`config.mk`:
```
export PLATFORM = sky130hd
export DESIGN_NAME = reload_timer_n_flat
export DESIGN_NICKNAME = d
export VERILOG_FILES = /design/src/rtl/reload_timer_n_if.sv /design/src/rtl/reload_timer_n.sv /design/src/flat_wrapper.sv
export SDC_FILE = /design/constraint.sdc
export NUM_CORES = 1
export LEC_CHECK = 0
export ABC_AREA = 1
export BUFFER_PORTS_ARGS = -buffer_cell sky130_fd_sc_hd__buf_4
export CELL_PAD_IN_SITES_DETAIL_PLACEMENT = 0
export CELL_PAD_IN_SITES_GLOBAL_PLACEMENT = 1
export CORE_MARGIN = 3
export CORE_UTILIZATION = 36
export DETAILED_ROUTE_END_ITERATION = 16
export GPL_TIMING_DRIVEN = 1
export PLACE_DENSITY = 0.75
export SYNTH_ARGS = -nofsm -noshare
export SYNTH_HDL_FRONTEND = slang
export SYNTH_SLANG_ARGS = --single-unit
```
`constraint.sdc`:
```
create_clock -name clk -period 1.54 [get_ports clk]
set_clock_uncertainty 0.1 [all_clocks]
set_input_delay 0.308 -clock clk [delete_from_list [all_inputs] [get_ports clk]]
set_output_delay 0.308 -clock clk [all_outputs]
set_load 0.1 [all_outputs]
```
`src/rtl/reload_timer_n_if.sv`:
```
// Control/status bundle for reload_timer_n: reload value, run controls and counter outputs.
interface reload_timer_n_if #(
  parameter int unsigned WIDTH = 8,
  parameter int unsigned PSC_W = 4
);
  logic             load;
  logic [WIDTH-1:0] data_in;
  logic             re_load;
  logic             en;
  logic             dir;
  logic             one_shot;
  logic [PSC_W-1:0] presc;
  logic [WIDTH-1:0] data_out;
  logic             tc;
  logic             running;

  modport master (
    output load, data_in, re_load, en, dir, one_shot, presc,
    input  data_out, tc, running
  );

  modport slave (
    input  load, data_in, re_load, en, dir, one_shot, presc,
    output data_out, tc, running
  );
endinterface

```
`src/rtl/reload_timer_n.sv`:
```
// Reloadable up/down WIDTH-bit timer with prescaler, periodic or one-shot mode and registered tc pulse.
module reload_timer_n #(
  parameter int unsigned WIDTH = 8,
  parameter int unsigned PSC_W = 4
) (
  input  logic            clk,
  input  logic            rst,
  reload_timer_n_if.slave bus
);

  typedef enum logic {
    ST_ARMED,
    ST_EXPIRED
  } state_t;

  state_t           state_q, state_d;
  logic [WIDTH-1:0] count_q, count_d;
  logic [WIDTH-1:0] reload_q, reload_d;
  logic [PSC_W-1:0] psc_q, psc_d;
  logic             tc_q, tc_d;
  logic             tick;
  logic             at_term;

  always_ff @(posedge clk) begin
    if (rst) begin
      state_q  <= ST_ARMED;
      count_q  <= '0;
      reload_q <= '0;
      psc_q    <= '0;
      tc_q     <= 1'b0;
    end else begin
      state_q  <= state_d;
      count_q  <= count_d;
      reload_q <= reload_d;
      psc_q    <= psc_d;
      tc_q     <= tc_d;
    end
  end

  always_comb begin
    state_d  = state_q;
    count_d  = count_q;
    psc_d    = psc_q;
    tc_d     = 1'b0;
    reload_d = bus.load ? bus.data_in : reload_q;

    // >= on both compares absorbs a presc or reload value lowered mid-count.
    tick    = bus.en && (state_q == ST_ARMED) && (psc_q >= bus.presc);
    at_term = bus.dir ? (count_q == '0) : (count_q >= reload_q);

    if (bus.re_load) begin
      // reload_d carries the bypass so a coincident load restarts from data_in.
      count_d = bus.dir ? reload_d : '0;
      psc_d   = '0;
      state_d = ST_ARMED;
    end else if (tick) begin
      psc_d = '0;
      if (at_term) begin
        tc_d = 1'b1;
        if (bus.one_shot) begin
          state_d = ST_EXPIRED;
        end else begin
          count_d = bus.dir ? reload_q : '0;
        end
      end else begin
        count_d = bus.dir ? (count_q - WIDTH'(1)) : (count_q + WIDTH'(1));
      end
    end else if (bus.en && (state_q == ST_ARMED)) begin
      psc_d = psc_q + PSC_W'(1);
    end
  end

  assign bus.data_out = count_q;
  assign bus.tc       = tc_q;
  assign bus.running  = (state_q == ST_ARMED);

endmodule
```
`src/flat_wrapper.sv`:
```
// flat-port wrapper written by rule: the top's interface ports become plain ports
module reload_timer_n_flat 
#(
  parameter int unsigned WIDTH = 8,
  parameter int unsigned PSC_W = 4
)
  (clk, rst, bus_load, bus_data_in, bus_re_load, bus_en, bus_dir, bus_one_shot, bus_presc, bus_data_out, bus_tc, bus_running);
  reload_timer_n_if #(.WIDTH(WIDTH), .PSC_W(PSC_W)) bus_i ();
  input  logic clk;
  input  logic rst;
  input wire logic [$bits(bus_i.load)-1:0] bus_load;
  input wire logic [$bits(bus_i.data_in)-1:0] bus_data_in;
  input wire logic [$bits(bus_i.re_load)-1:0] bus_re_load;
  input wire logic [$bits(bus_i.en)-1:0] bus_en;
  input wire logic [$bits(bus_i.dir)-1:0] bus_dir;
  input wire logic [$bits(bus_i.one_shot)-1:0] bus_one_shot;
  input wire logic [$bits(bus_i.presc)-1:0] bus_presc;
  output wire logic [$bits(bus_i.data_out)-1:0] bus_data_out;
  output wire logic [$bits(bus_i.tc)-1:0] bus_tc;
  output wire logic [$bits(bus_i.running)-1:0] bus_running;
  assign bus_i.load = bus_load;
  assign bus_i.data_in = bus_data_in;
  assign bus_i.re_load = bus_re_load;
  assign bus_i.en = bus_en;
  assign bus_i.dir = bus_dir;
  assign bus_i.one_shot = bus_one_shot;
  assign bus_i.presc = bus_presc;
  assign bus_data_out = bus_i.data_out;
  assign bus_tc = bus_i.tc;
  assign bus_running = bus_i.running;
  reload_timer_n #(.WIDTH(WIDTH), .PSC_W(PSC_W)) u_core (.clk(clk), .rst(rst), .bus(bus_i));
endmodule
```
==> results.yml, run 1 <==
floorplan:
  die_w_um: 77.6
  dieArea_mm2: 0.00602
  ioPinCount: 29
  core_area_mm2: 0.00485
  die_height_um: 77.6
  start_util: 0.380
  rows: 25
sta:
  setup-violations-final: 10
  maxSlewViolCount: 0
  slew_headroom: 0.772
  fin_ws_ns: -0.253
  worst_pin_slew_ns: 0.341
  fmax_mhz: 558
  period_share: 1.16
  fin_crit_ns: 1.79
  rsz0062_at_grt: "true"
  finalHoldViolCount: 0
logic_synthesis:
  synthMuxAreaShare: 0.00543
  synth.most_common_cell: "nand2_1"
  synth-simple-area-share: 0.412
  seq_area_frac_synth: 0.239
  synth.distinct_cells: 30
  synth_area_mm2: 0.00184
  synth_top_area_frac: 0.239
  synthTopCellsByArea: "dfxtp_1, nand2_1, ha_1, nor2_1, inv_1"
  synth_top_family_by_area: "simple AND/OR/NAND/NOR gates"
  yosys_warnings: 0
  synth_nets: 326
  synthCells: 287
  synthXorXnorAreaFrac: 0.0285
  synthArstFlopShare: 0
  synthAdderAreaFrac: 0.140
  synth_compound_area_frac: 0.0753
  synth_top_area_cell: "dfxtp_1"
  yosys-top-cells-count: "nand2_1, nor2_1, inv_1, nand3_1, dfxtp_1"
  synth_edf_count: 0
  synthFlopType: "dfxtp_1"
  synth-seq-cells: 22
  avgSynthCellArea_um2: 6.43
placed_design:
  gp_congestion: 0.832
  dp_slack_ns: -0.365
  dp_hpwl_mm: 3.88
  io_buffer_count: 28
grt:
  grt_usage: 0.184
  globalRouteOverflowTotal: 0
  grt_pass1_wl_mm: 9.04
  antenna_found_initial: 0
  grt_max_degree: 16
  grt_pass1_vias: 1946
clocking:
  clk_latency_ns: 0.27
  root_buffer: "clkbuf_8"
  cts-buffers-inserted: 3
  clk_pin_slew_ns: 0.09
  clock_sinks: 22
  ctsHoldBuffers: 0
  clock_path_buffers: 2
  cts_htree_levels: 1
  cts_tree: "yes"
layout:
  area_growth_pct: 63.5
  layout.nets: 409
  num_antenna_cells: 0
  drive_above_1_share: 0.485
  fillers: 440
  utilization: 0.622
route:
  viasPerCell: 4.64
  drc: 0
  firstDrtPassIters: 4
  vias: 2023
  antenna_left: 0
  drt_iter0_markers: 63
  wl_mm: 5.40
  wire_per_inst_um: 12.4
run:
  cap_violations: 0
min_path:
  worstHoldPathType: "input port to flop"
setup_path:
  cp.required_ns: 1.65
  critPathCaptureType: "flop"
  critPathKind: "flop to flop"
  arrival_ns: 1.90
  cp-start-kind: "flop"
  cp_max_fo: 6
pwr:
  vdd_drop_max_v: 0.000444
  power_density_mw_per_mm2: 805
  p_leak_uw: 0.00145
status:
  violations: "negative setup slack"
  status: "finished with violations"
==> kinds of logic (layout without fill, tap and decap cells) <==
group	after synthesis	after routing
flip-flops	22	22
AO/OA/AOI/OAI	24	24
XOR/XNOR	6	6
multiplexers	1	1
buffers and inverters	44	124
AND/OR/NAND/NOR	170	172
adder cells (fa/ha/maj)	20	20
==> registers in the layout, summed over array words and instances, names as in the netlist <==
name	flops
u_core.reload_q	8
u_core.psc_q	4
u_core.bus.tc	1
u_core.state_q	1
u_core.bus.data_out	8
==> metal layers <==
metal,global-route usage,vias to the layer above,wire [um]
li1,-,1076,-
met1,0.250,912,2620
met2,0.314,31,2610
met3,0.0232,4,139
met4,0.0320,0,30
met5,0,-,0
==> worst max-delay path, stage by stage (launching register included) <==
cell,delay [ns]
dfxtp_2,0.35
inv_2,0.05
ha_4,0.27
nand2_1,0.04
inv_1,0.07
nand2_2,0.06
nand2_2,0.06
nand2_2,0.07
nand2_4,0.11
nand3_4,0.16
buf_12,0.19
nand3_1,0.06
nor2_1,0.04
nor2_1,0.10
==> cell usage in the layout, fill, tap and decap left out, drive strengths merged <==
cell type,synthesis,final
dfxtp,22,22
xnor2,3,3
nand4,5,5
or2,9,9
nor3,1,1
nor2,50,50
clkbuf,1,3
xor2,3,3
o21ai,1,1
ha,19,19
buf,4,81
fa,1,1
a21oi,20,20
nand3,27,27
mux2i,1,1
clkinvlp,0,1
o21bai,1,1
nand2,76,78
clkinv,0,1
o31ai,1,1
inv,39,38
a21boi,1,1
nand3b,2,2
==> power breakdown <==
group	total, uW	switching, uW	internal, uW	leakage (uW)
Sequential	671	56.2	615	0.000189
Clock	393	214	179	0.0000231
Combinational	1360	777	587	0.00124
Total	2430	1050	1380	0.00145
==> metrics by stage <==
stage	hold WS [ns]	cell area (um2)	instances	setup TNS (ns)	total power (uW)
2_1_floorplan	0.356	1930	287	-2.53	1400
3_3_place_gp	0.375	2520	421	-3.10	1770
3_5_place_dp	0.381	2520	421	-3.21	1770
4_1_cts	0.183	2790	431	-1.90	2300
5_1_grt	0.197	3020	436	-2.98	2600
6_report	0.179	3020	436	-1.95	2430
==> final cells by class <==
cell class,count,area (um2),area share
repair buffers,81,639,0.212
well taps,67,83.8,0.0278
inverters,39,155,0.0515
multi-input cells,223,1610,0.534
flip-flops and latches,22,482,0.160
clock inverters,1,3.75,0.00124
clock buffers,3,41.3,0.0137
==> worst paths after layout <==
kind	from	to	slack [ns]	cells past startpoint
worst max-delay path	u_core.reload_q[3]	u_core.bus.data_out[4]	-0.25	13
worst min-delay path	bus_data_in[6]	u_core.reload_q[6]	0.18	3
worst max register to register	u_core.reload_q[3]	u_core.bus.data_out[4]	-0.25	13
worst min register to register	u_core.state_q	u_core.state_q	0.40	2
==> timing repair <==
item | in CTS | in global routing
endpoints found under the setup margin | 10 | 14
gates cloned | 1 | 1
resized for setup | 36 | 42
buffers inserted | 5 | 4
pin swaps | 27 | 25
Power figures use the tool's default switching activity.
==> inputs of run 2 (changes only) <==
RECOVER_POWER = 50   (was unset)
==> results.yml, run 2 (synthesized netlist as in run 1, its figures left out) <==
status:
  status: "finished with violations"
  violations: "negative setup slack"
setup_path:
  cp.required_ns: 1.65
  cp_slowest_cell: "dfxtp_2"
  cpPeakStageDelay_ns: 0.35
  path_depth: 13
  reg2reg_to: "u_core.bus.data_out[4]"
  endpoint: "u_core.bus.data_out[4]"
  reg2reg_slack_ns: -0.25
  r2r_cells: 13
  arrival_ns: 1.90
  critPathKind: "flop to flop"
  cp-start-kind: "flop"
  worst_path_most_repeated_cell: "nand2_2"
  critPathTopFamily: "simple AND/OR/NAND/NOR gates"
  crit_buf_inv: 3
  reg2reg_from: "u_core.reload_q[3]"
  crit_path_start: "u_core.reload_q[3]"
  crit_chain: "inv_2 > ha_4 > nand2_1 > inv_1 > nand2_2 > nand2_2 > nand2_2 > nand2_4 > nand3_4 > buf_12 > nand3_1 > nor2_1 > nor2_1"
  critPathCaptureType: "flop"
  cp_max_fo: 6
route:
  drt_iter0_markers: 62
  vias: 2024
  firstDrtPassIters: 4
  drc: 0
  viasPerCell: 4.64
  wire_per_inst_um: 12.4
  antenna_left: 0
  wl_mm: 5.40
floorplan:
  start_util: 0.380
  die_w_um: 77.6
  ioPinCount: 29
  die_height_um: 77.6
  core_area_mm2: 0.00485
  dieArea_mm2: 0.00602
  rows: 25
pwr:
  p_leak_uw: 0.00145
  power_density_mw_per_mm2: 805
  vdd_drop_max_v: 0.000444
run:
  cap_violations: 0
layout:
  area_growth_pct: 63.4
  num_antenna_cells: 0
  layout.cells.most_common_list: "buf_4, nand2_1, nor2_1, inv_1"
  layout.nets: 409
  drive_above_1_share: 0.485
  final_area_mm2: 0.00301
  final_common_cell: "buf_4"
sta:
  rsz0062_at_grt: "true"
  fmax_mhz: 557
  fin_ws_ns: -0.254
  maxSlewViolCount: 0
  setup-violations-final: 10
  finalHoldViolCount: 0
  worst_pin_slew_ns: 0.486
  slew_headroom: 0.679
  fin_tns_setup_ns: -1.95
  period_share: 1.16
  fin_crit_ns: 1.79
clocking:
  root_buffer: "clkbuf_8"
  clk_pin_slew_ns: 0.09
  clock_sinks: 22
  cts_htree_levels: 1
  cts-buffers-inserted: 3
  clk_latency_ns: 0.27
  cts_tree: "yes"
  clock_path_buffers: 2
placed_design:
  place_area_mm2: 0.00252
  dp_slack_ns: -0.365
  io_buffer_count: 28
  dp_hpwl_mm: 3.88
  gp_congestion: 0.832
grt:
  antenna_found_initial: 0
  grt_usage: 0.184
  globalRouteOverflowTotal: 0
  grt_pass1_wl_mm: 9.04
  grt_pass1_vias: 1946
  grt_max_degree: 16
min_path:
  worstHoldPathType: "input port to flop"
==> run 2: cell types whose count changed in the layout (fill, tap and decap cells not counted), sizes merged <==
cell / delta
clkbuf: +2
buf: -2
==> run 2: routing by layer <==
| layer | vias to the layer above | wire length [um] | global-route usage |
|---|---|---|---|
| met4 | 0 | 30 | 0.0320 |
| met1 | 913 | 2620 | 0.250 |
| met3 | 4 | 139 | 0.0232 |
| met5 | - | 0 | 0 |
| li1 | 1076 | - | - |
| met2 | 31 | 2610 | 0.314 |
==> run 2: layout make-up <==
type	instances	area [um2]
Multi-Input combinational cell	223	1610
Tap cell	67	83.8
Fill cell	441	1840
Sequential cell	22	482
Inverter	39	155
Clock inverter	1	3.75
Clock buffer	3	41.3
Timing Repair Buffer	81	637
==> run 2: worst min path at each step <==
stage                         from                 end  cells past startpoint
floorplan           bus_data_in[6]  u_core.reload_q[6]                      2
global placement    u_core.state_q      u_core.state_q                      2
detailed placement  u_core.state_q      u_core.state_q                      2
CTS                 bus_data_in[6]  u_core.reload_q[6]                      3
global route        bus_data_in[2]  u_core.reload_q[2]                      3
finish              bus_data_in[6]  u_core.reload_q[6]                      3
==> run 2: metrics by stage <==
stage               instances  utilization  total power, uW  hold WS, ns
floorplan                 287            -             1400        0.356
global placement          421        0.521             1770        0.375
detailed placement        421        0.521             1770        0.381
CTS                       431        0.575             2300        0.183
global route              436        0.621             2600        0.197
finish                    436        0.621             2430        0.179
==> run 2: power breakdown <==
part           switching (uW)  internal, uW  leakage (uW)  total (uW)
clock                     214           179     0.0000231         393
sequential               56.1           615      0.000189         671
combinational             777           586       0.00124        1360
==> run 2: repair_timing <==
item                                    CTS  global route
pin swaps                                27            25
resized for setup                        36            42
setup buffers                             5             4
endpoints found under the setup margin   10            14
gates cloned                              1             1
hold buffers                              0             0
==> run 2: worst register-to-register path, delay by kind of cell, from the launching register on <==
kind / cells / cell delay, ns
AND/OR/NAND/NOR: 9 / 0.70
buffers and inverters: 3 / 0.32
flip-flops: 1 / 0.35
adder cells (fa/ha/maj): 1 / 0.27
==> inputs of run 3 (changes only) <==
ABC_AREA = unset   (was 1)
CORE_ASPECT_RATIO = 1.75   (was unset)
CORE_UTILIZATION = 42   (was 36)
PLACE_DENSITY = 0.79   (was 0.75)
clock period = 1.8 ns   (was 1.54 ns; I/O delays follow)
==> results.yml, run 3 <==
floorplan:
  ioPinCount: 29
  dieArea_mm2: 0.00498
  die_w_um: 54.6
  core_area_mm2: 0.00394
  start_util: 0.441
  die_height_um: 91.1
  rows: 30
logic_synthesis:
  synth_area_mm2: 0.00174
  synthFlopType: "dfxtp_1"
  seq_area_frac_synth: 0.253
  synthCells: 207
  synthXorXnorAreaFrac: 0.0252
  synthMuxAreaShare: 0.0525
  synth_top_area_frac: 0.253
  yosys_warnings: 0
  synth.distinct_cells: 54
  synth_nets: 246
  synth_top_family_by_area: "compound AO/OA/AOI/OAI gates"
  synth.most_common_cell: "nor2_1"
  synth_top_area_cell: "dfxtp_1"
  synthAdderAreaFrac: 0.148
  synth-seq-cells: 22
  avgSynthCellArea_um2: 8.40
  yosys-top-cells-count: "nor2_1, dfxtp_1, inv_1, ha_1"
  synth-simple-area-share: 0.164
  synth_edf_count: 0
  synth_compound_area_frac: 0.276
  synthTopCellsByArea: "dfxtp_1, ha_1, nor2_1, a21oi_1, mux2i_1"
  synthArstFlopShare: 0
route:
  viasPerCell: 5.51
  antenna_left: 0
  drc: 0
  wire_per_inst_um: 16.8
  drt_iter0_markers: 58
  wl_mm: 5.60
  vias: 1836
  firstDrtPassIters: 6
clocking:
  ctsHoldBuffers: 0
  clock_path_buffers: 2
  clk_pin_slew_ns: 0.08
  cts_tree: "yes"
  clock_sinks: 22
  clk_latency_ns: 0.26
  root_buffer: "clkbuf_8"
  cts-buffers-inserted: 3
  cts_htree_levels: 1
sta:
  period_share: 1.26
  finalHoldViolCount: 0
  fin_ws_ns: -0.459
  worst_pin_slew_ns: 0.778
  slew_headroom: 0.481
  fin_tns_setup_ns: -3.98
  fmax_mhz: 443
  fin_crit_ns: 2.26
  maxSlewViolCount: 0
  setup-violations-final: 14
  holdWs_ns: 0.245
  rsz0062_at_grt: "true"
status:
  violations: "negative setup slack"
  status: "finished with violations"
layout:
  num_antenna_cells: 0
  final-seq-area_um2: 475
  layout.nets: 325
  final_common_cell: "buf_4"
  final_cells: 333
  multi_input_area_mm2: 0.00132
  area_growth_pct: 50.0
  drive_above_1_share: 0.467
  layout.cells.most_common_list: "buf_4, nor2_1, inv_1, ha_1, nand2_1"
  fillers: 344
pwr:
  swShare: 0.367
  vdd_drop_max_v: 0.000508
  p_seq_frac: 0.311
  pwr-share-comb: 0.479
  switchingPower_uw: 630
  total_power_uw: 1720
  power_density_mw_per_mm2: 658
  p_leak_uw: 0.00117
  p_int_uw: 1090
  p_clk_frac: 0.210
grt:
  grt_pass1_vias: 1941
  grt_usage: 0.233
  globalRouteOverflowTotal: 0
  grt_max_degree: 16
  antenna_found_initial: 0
  grt_pass1_wl_mm: 8.67
min_path:
  whs_path_depth: 3
  worstHoldPathType: "input port to flop"
placed_design:
  gp_congestion: 0.904
  dp_hpwl_mm: 4.32
  place_inst: 319
  io_buffer_count: 28
setup_path:
  critPathKind: "flop to flop"
  cp.required_ns: 1.89
  cp-start-kind: "flop"
  path_depth: 9
  cpPeakStageDelay_ns: 0.47
  arrival_ns: 2.35
  cp_max_fo: 6
  reg2reg_slack_ns: -0.46
  crit_chain: "ha_4 > a211oi_2 > o21ai_2 > a2111oi_4 > nand3b_4 > a21o_4 > buf_6 > o21ai_1 > a21oi_1"
  critPathTopFamily: "compound AO/OA/AOI/OAI gates"
  crit_buf_inv: 1
  cp_slowest_cell: "a2111oi_4"
  critPathCaptureType: "flop"
  r2r_cells: 9
run:
  cap_violations: 0
## run 3: cell types whose count changed after synthesis, moves of 4 or more
| cell | previous run | this run |
|---|---|---|
| a21oi_1 | 20 | 16 |
| inv_1 | 34 | 20 |
| inv_2 | 5 | 0 |
| mux2i_1 | 1 | 8 |
| nand2_1 | 73 | 12 |
| nand3_1 | 23 | 0 |
| nor2_1 | 49 | 23 |
| o21ai_0 | 0 | 16 |
| or2_1 | 8 | 0 |
## run 3: kinds of logic (layout without fill, tap and decap cells)
kind of cell | after synthesis | in the layout
AO/OA/AOI/OAI | 67 | 67
adder cells (fa/ha/maj) | 20 | 20
AND/OR/NAND/NOR | 58 | 58
XOR/XNOR | 5 | 5
buffers and inverters | 26 | 104
multiplexers | 9 | 9
flip-flops | 22 | 22
## run 3: power groups by stage
stage / Sequential [uW] / Clock, uW / Combinational (uW)
2_1_floorplan: 650 / 0 / 344
3_5_place_dp: 541 / 0 / 715
4_1_cts: 532 / 367 / 762
5_1_grt: 537 / 382 / 885
3_3_place_gp: 539 / 0 / 696
6_report: 534 / 361 / 822
## run 3: layer usage
layer / up-vias / routed length (um) / GRT usage
met5: - / 0 / 0
met3: 16 / 182 / 0.0279
met2: 42 / 3180 / 0.438
li1: 912 / - / -
met4: 0 / 193 / 0.0873
met1: 866 / 2040 / 0.239
## run 3: stage by stage
stage | utilization | instance area, um2 | setup slack [ns]
5_1_grt | 0.662 | 2610 | -0.524
4_1_cts | 0.633 | 2500 | -0.434
2_1_floorplan | - | 1820 | -0.696
6_report | 0.662 | 2610 | -0.459
3_5_place_dp | 0.593 | 2340 | -0.615
3_3_place_gp | 0.593 | 2340 | -0.497
## run 3: repair_timing
item / CTS / global route
setup buffers: 6 / 5
setup endpoints to repair: 14 / 14
gates resized for setup: 20 / 19
pin swaps: 18 / 17
## run 3: layout make-up
type	count	share of cell area
tap	48	0.0230
sequential	22	0.182
multi-input combinational	159	0.506
clock buffer	4	0.0211
timing repair buffer	80	0.236
inverter	20	0.0307
## run 3: worst min-delay path, cell delays in order
cell and delay (ns):
buf_4 0.08, mux2i_1 0.06, nor2_1 0.08
## run 3: worst paths after layout
check | start | end
setup reg to reg | u_core.bus.data_out[3] | u_core.bus.data_out[3]
hold / removal | bus_data_in[1] | u_core.reload_q[1]
setup / recovery | u_core.bus.data_out[3] | u_core.bus.data_out[3]
hold reg to reg | u_core.reload_q[2] | u_core.reload_q[2]
